==> src/rtl/ripple_count_capture.sv <==
// Capture stage for an asynchronous ripple counter: two-flop resync, stability filter, clean count.
// Optional saturating wrap counter is built only when RIPPLE_CAPTURE_WRAP_COUNT_EN is defined.
module ripple_count_capture #(
  parameter int WIDTH         = 4,
  parameter int STABLE_CYCLES = 2
) (
  input  logic             clk,
  input  logic             rst,
  input  logic [WIDTH-1:0] cnt_in,
  input  logic             clr,
  output logic [WIDTH-1:0] count_out,
  output logic             count_valid,
  output logic             wrap,
  output logic             terminal,
  output logic             primed,
  output logic [7:0]       wraps
);

  typedef enum logic [1:0] {FLUSH, ACQUIRE, HOLD, SETTLE} state_t;

  localparam int             SW        = $clog2(STABLE_CYCLES + 1);
  localparam logic [SW-1:0]  STAB_ONE  = SW'(1);
  localparam logic [SW-1:0]  STAB_LAST = SW'(STABLE_CYCLES - 1);

  state_t           state_q;
  logic             flush_q;
  logic [WIDTH-1:0] sync1_q, sync2_q;
  logic [WIDTH-1:0] cand_q;
  logic [SW-1:0]    stab_q;
  logic [WIDTH-1:0] count_q;
  logic             valid_q, wrap_q, primed_q;

  logic             cand_match, stab_done, settle_accept, wrap_d;

  always_comb begin
    cand_match    = (sync2_q == cand_q);
    stab_done     = (stab_q == STAB_LAST);
    settle_accept = (state_q == SETTLE) && cand_match && stab_done && (cand_q != count_q);
    wrap_d        = settle_accept && (cand_q < count_q);
  end

  always_ff @(posedge clk or posedge rst) begin
    if (rst) begin
      sync1_q  <= '0;
      sync2_q  <= '0;
      state_q  <= FLUSH;
      flush_q  <= 1'b0;
      cand_q   <= '0;
      stab_q   <= '0;
      count_q  <= '0;
      valid_q  <= 1'b0;
      wrap_q   <= 1'b0;
      primed_q <= 1'b0;
    end else begin
      sync1_q <= cnt_in;
      sync2_q <= sync1_q;
      valid_q <= 1'b0;
      wrap_q  <= 1'b0;
      case (state_q)
        FLUSH: begin
          flush_q <= 1'b1;
          if (flush_q) begin
            flush_q <= 1'b0;
            state_q <= ACQUIRE;
          end
        end
        ACQUIRE: begin
          // stab==0 marks the first acquisition edge after the flush
          if (stab_q == '0 || !cand_match) begin
            cand_q <= sync2_q;
            stab_q <= STAB_ONE;
          end else if (stab_done) begin
            count_q  <= cand_q;
            valid_q  <= 1'b1;
            primed_q <= 1'b1;
            state_q  <= HOLD;
          end else begin
            stab_q <= stab_q + STAB_ONE;
          end
        end
        HOLD: begin
          if (sync2_q != count_q) begin
            cand_q  <= sync2_q;
            stab_q  <= STAB_ONE;
            state_q <= SETTLE;
          end
        end
        SETTLE: begin
          if (!cand_match) begin
            cand_q <= sync2_q;
            stab_q <= STAB_ONE;
          end else if (stab_done) begin
            if (settle_accept) begin
              count_q <= cand_q;
              valid_q <= 1'b1;
              wrap_q  <= wrap_d;
            end
            state_q <= HOLD;
          end else begin
            stab_q <= stab_q + STAB_ONE;
          end
        end
        default: state_q <= FLUSH;
      endcase
    end
  end

  assign count_out   = count_q;
  assign count_valid = valid_q;
  assign wrap        = wrap_q;
  assign primed      = primed_q;
  assign terminal    = primed_q && (&count_q);

`ifdef RIPPLE_CAPTURE_WRAP_COUNT_EN
  logic [7:0] wraps_q;

  // Counter steps on the same edge that raises wrap; clr takes priority.
  always_ff @(posedge clk or posedge rst) begin
    if (rst) begin
      wraps_q <= 8'd0;
    end else if (clr) begin
      wraps_q <= 8'd0;
    end else if (wrap_d && (wraps_q != 8'hFF)) begin
      wraps_q <= wraps_q + 8'd1;
    end
  end

  assign wraps = wraps_q;
`else
  logic unused_clr;
  assign unused_clr = clr;
  assign wraps      = 8'd0;
`endif

endmodule
==> config.mk <==
export PLATFORM = sky130hd
export DESIGN_NAME = ripple_count_capture
export DESIGN_NICKNAME = d
export VERILOG_FILES = /design/src/rtl/ripple_count_capture.sv
export SDC_FILE = /design/constraint.sdc
export NUM_CORES = 1
export LEC_CHECK = 0
export BUFFER_PORTS_ARGS = -buffer_cell sky130_fd_sc_hd__buf_2
export CELL_PAD_IN_SITES_DETAIL_PLACEMENT = 1
export CELL_PAD_IN_SITES_GLOBAL_PLACEMENT = 2
export CORE_MARGIN = 2
export CORE_UTILIZATION = 34
export CTS_CLUSTER_DIAMETER = 120
export DETAILED_ROUTE_END_ITERATION = 10
export MAX_ROUTING_LAYER = met4
export PLACE_DENSITY = 0.83
export SLEW_MARGIN = 20
export SYNTH_ARGS = -nofsm -noshare
export SYNTH_HDL_FRONTEND = slang
export SYNTH_SLANG_ARGS = --single-unit
export TNS_END_PERCENT = 30
==> constraint.sdc <==
create_clock -name clk -period 2.4 [get_ports clk]
set_clock_uncertainty 0.2 [all_clocks]
set_input_delay 0.36 -clock clk [delete_from_list [all_inputs] [get_ports clk]]
set_output_delay 0.36 -clock clk [all_outputs]
set_load 0.005 [all_outputs]
==> run metrics <==
final core utilization=0.4139; reg2reg start=count_out[2]$_DFFE_PP0P_; largest net degree at the start of global routing=25; status=finished clean; Worst slew margin=0.6497; max_cap viols=0; Finished Layout Cells=153; CTS Buf Count=3; Final setup viols=0; final hold violations=0; Net Sw Power=0.3505 mW; remaining antenna violation count after routing=0; FF-to-FF End=cand_q[2]$_DFFE_PP0P_; # diodes=0; Seq cells post-synth=24; clock share of power=0.157; TritonCTS clock tree=done; average wire per standard cell=12.10 µm; crit start category=flip-flop; Slew Viols, Final=0; Post-Route WL=1851 µm; leakage=0.5726 nW; Net Sw Frac=0.3340; Max Fclk=0.5077 GHz; Final period util=0.8208; CP Capture Type=flip-flop; Yosys top cell area share=0.5473; Iter 0 DRT Violations=1; Synth cell types=29; vias in the first global route=667; DPL Wire Length=1421 µm; cell area after layout=1264 µm²; VDD IR max=0.0003347 V; internal power=0.6989 mW; row count=20; count leader, synth=dfrtp_1; area leader, netlist=dfrtp_1; layout overhead on the synthesized area=15.17%; min-delay src=sync1_q[0]$_DFF_PP0_; Hold Path Class=flip-flop to flip-flop; setup slack, reg-to-reg=0.43 ns; die width=60.81 µm; hold endpoint=sync2_q[0]$_DFF_PP0_; PortBufs=13; Initial Util=0.3594; placed insts=145; Seq/Total Area, Yosys=0.5473; Req. time, crit path=2.40 ns; ys flop type=dfrtp_1; DRC=0; R2R depth=4; most instantiated cells after synthesis=dfrtp_1, buf_4, inv_1, mux2_1, xor2_1; Max Buffers Root-to-Sink=2; total power=1.049 mW; setup repair bufs after CTS=0; drt via density=4.444; CTS H-tree depth=1; cells after synthesis=88; share of layout cells above drive strength 1=0.2202; routability congestion estimate=0.7431; clock slew at reported path FFs=0.11 ns; Die Ht=60.81 µm; syn avg cell area=12.47 µm²; clk_lat worst skew=0.30 ns; Slew @ Worst Pin=0.5173 ns; die area=3698 µm²; EDFF count, synth=0; root buf cell=clkbuf_4; first-pass GRT wire length=3022 µm; Crit Path Max Fanout=5; vias=680; number of nets in the layout=122; gr usage total=0.1219; synthesized area=1097 µm²; warnings from Yosys=0; initial antenna violation count=0; synth top area cells=dfrtp_1, mux2_1, buf_4, ha_1, xor2_1; Setup TNS=0 ns; Sequential Power Share=0.544; asr flop ratio synth=1.000; RSZ-0062 raised after global routing=no; I/O pins=23; Setup CP Type=flip-flop to flip-flop; Worst Hold Path Cells=0; pwr dens=830.4 nW/µm²; core footprint=3053 µm²; DP Area=1191 µm²; final worst path period need=1.970 ns; clk sinks=24; First-pass DRT Iterations=2; CP arrival=1.97 ns; logic gate share of total power=0.299; GRT Residual Overflow=0
[cell type report]
cell class,count,area (µm²)
clock buffers,3,22.52
fillers,346,1789
well taps,44,55.05
flip-flops and latches,24,600.6
multi-input cells,57,440.4
repair buffers,19,122.6
inverters,6,22.52
[worst max path at each step]
| stage | cells past startpoint | slack (ns) | end | startpoint |
|---|---|---|---|---|
| 3_3_place_gp | 4 | 0.47 | cand_q[2]$_DFFE_PP0P_ | count_out[2]$_DFFE_PP0P_ |
| 6_report | 4 | 0.43 | cand_q[2]$_DFFE_PP0P_ | count_out[2]$_DFFE_PP0P_ |
| 3_5_place_dp | 4 | 0.44 | cand_q[3]$_DFFE_PP0P_ | count_out[2]$_DFFE_PP0P_ |
| 2_1_floorplan | 4 | 0.56 | cand_q[0]$_DFFE_PP0P_ | count_out[2]$_DFFE_PP0P_ |
| 4_1_cts | 4 | 0.42 | cand_q[2]$_DFFE_PP0P_ | count_out[2]$_DFFE_PP0P_ |
| 5_1_grt | 4 | 0.34 | cand_q[2]$_DFFE_PP0P_ | count_out[2]$_DFFE_PP0P_ |
[placed cells by master (no fill, tap or decap), drive strengths merged, types with 3 or more instances in the layout]
master,count
dlygate4sd3,5
clkbuf,3
inv,6
nor2,5
mux2,8
buf,14
xnor2,4
xor2,5
dfrtp,24
nand3,3
ha,4
conb,8
nor3,3
[state kept, by name, indices dropped and copies added, names as in the netlist]
| register | count |
|---|---|
| state_q | 2 |
| count_out | 4 |
| cand_q | 4 |
| sync2_q | 4 |
| wrap | 1 |
| sync1_q | 4 |
| count_valid | 1 |
| flush_q | 1 |
| stab_q | 2 |
| primed | 1 |
[worst max-delay path: stages, from the launching register on]
cell	delay, ns
dfrtp_1	0.46
xor2_1	0.17
o41a_1	0.48
nor2_2	0.20
mux2_2	0.36
[layer usage]
layer	GRT usage	up-vias	part of all wire
met3	0.02559	5	0.031
met2	0.2074	16	0.55
li1	-	323	-
met4	0.06522	0	0.020
met1	0.1323	336	0.40
met5	-	-	0
[power groups by stage]
stage | clock, mW | sequential, mW | combinational [mW]
finish | 0.165 | 0.571 | 0.314
global route | 0.196 | 0.588 | 0.358
CTS | 0.176 | 0.574 | 0.322
detailed placement | 0 | 0.582 | 0.314
global placement | 0 | 0.579 | 0.302
floorplan | 0 | 0.561 | 0.225
[cell families (layout without fill, tap and decap cells)]
| logic type | after synthesis | in the layout | synth area share |
|---|---|---|---|
| multiplexers | 8 | 8 | 0.08209 |
| XOR/XNOR | 9 | 9 | 0.07183 |
| AO/OA/AOI/OAI | 9 | 9 | 0.06614 |
| other | 1 | 8 | 0.003417 |
| AND/OR/NAND/NOR | 19 | 19 | 0.1083 |
| adder cells (fa/ha/maj) | 4 | 4 | 0.04561 |
| flip-flops | 24 | 24 | 0.5473 |
| buffers and inverters | 14 | 28 | 0.07526 |
[what timing repair did]
action / CTS / global route
hold buffers: 5 / 0
resized for setup: 0 / 0
endpoints found under the setup margin: 0 / 0
hold endpoints to repair: 28 / 0
[stage by stage]
stage | hold WS (ns) | worst slack [ns]
finish | 0.1641 | 0.4302
global route | 0.1730 | 0.3405
CTS | 0.1694 | 0.4232
detailed placement | 0.1381 | 0.4367
global placement | 0.1322 | 0.4703
floorplan | 0.1312 | 0.5558
Note: power is estimated with default switching activity, not from simulation.
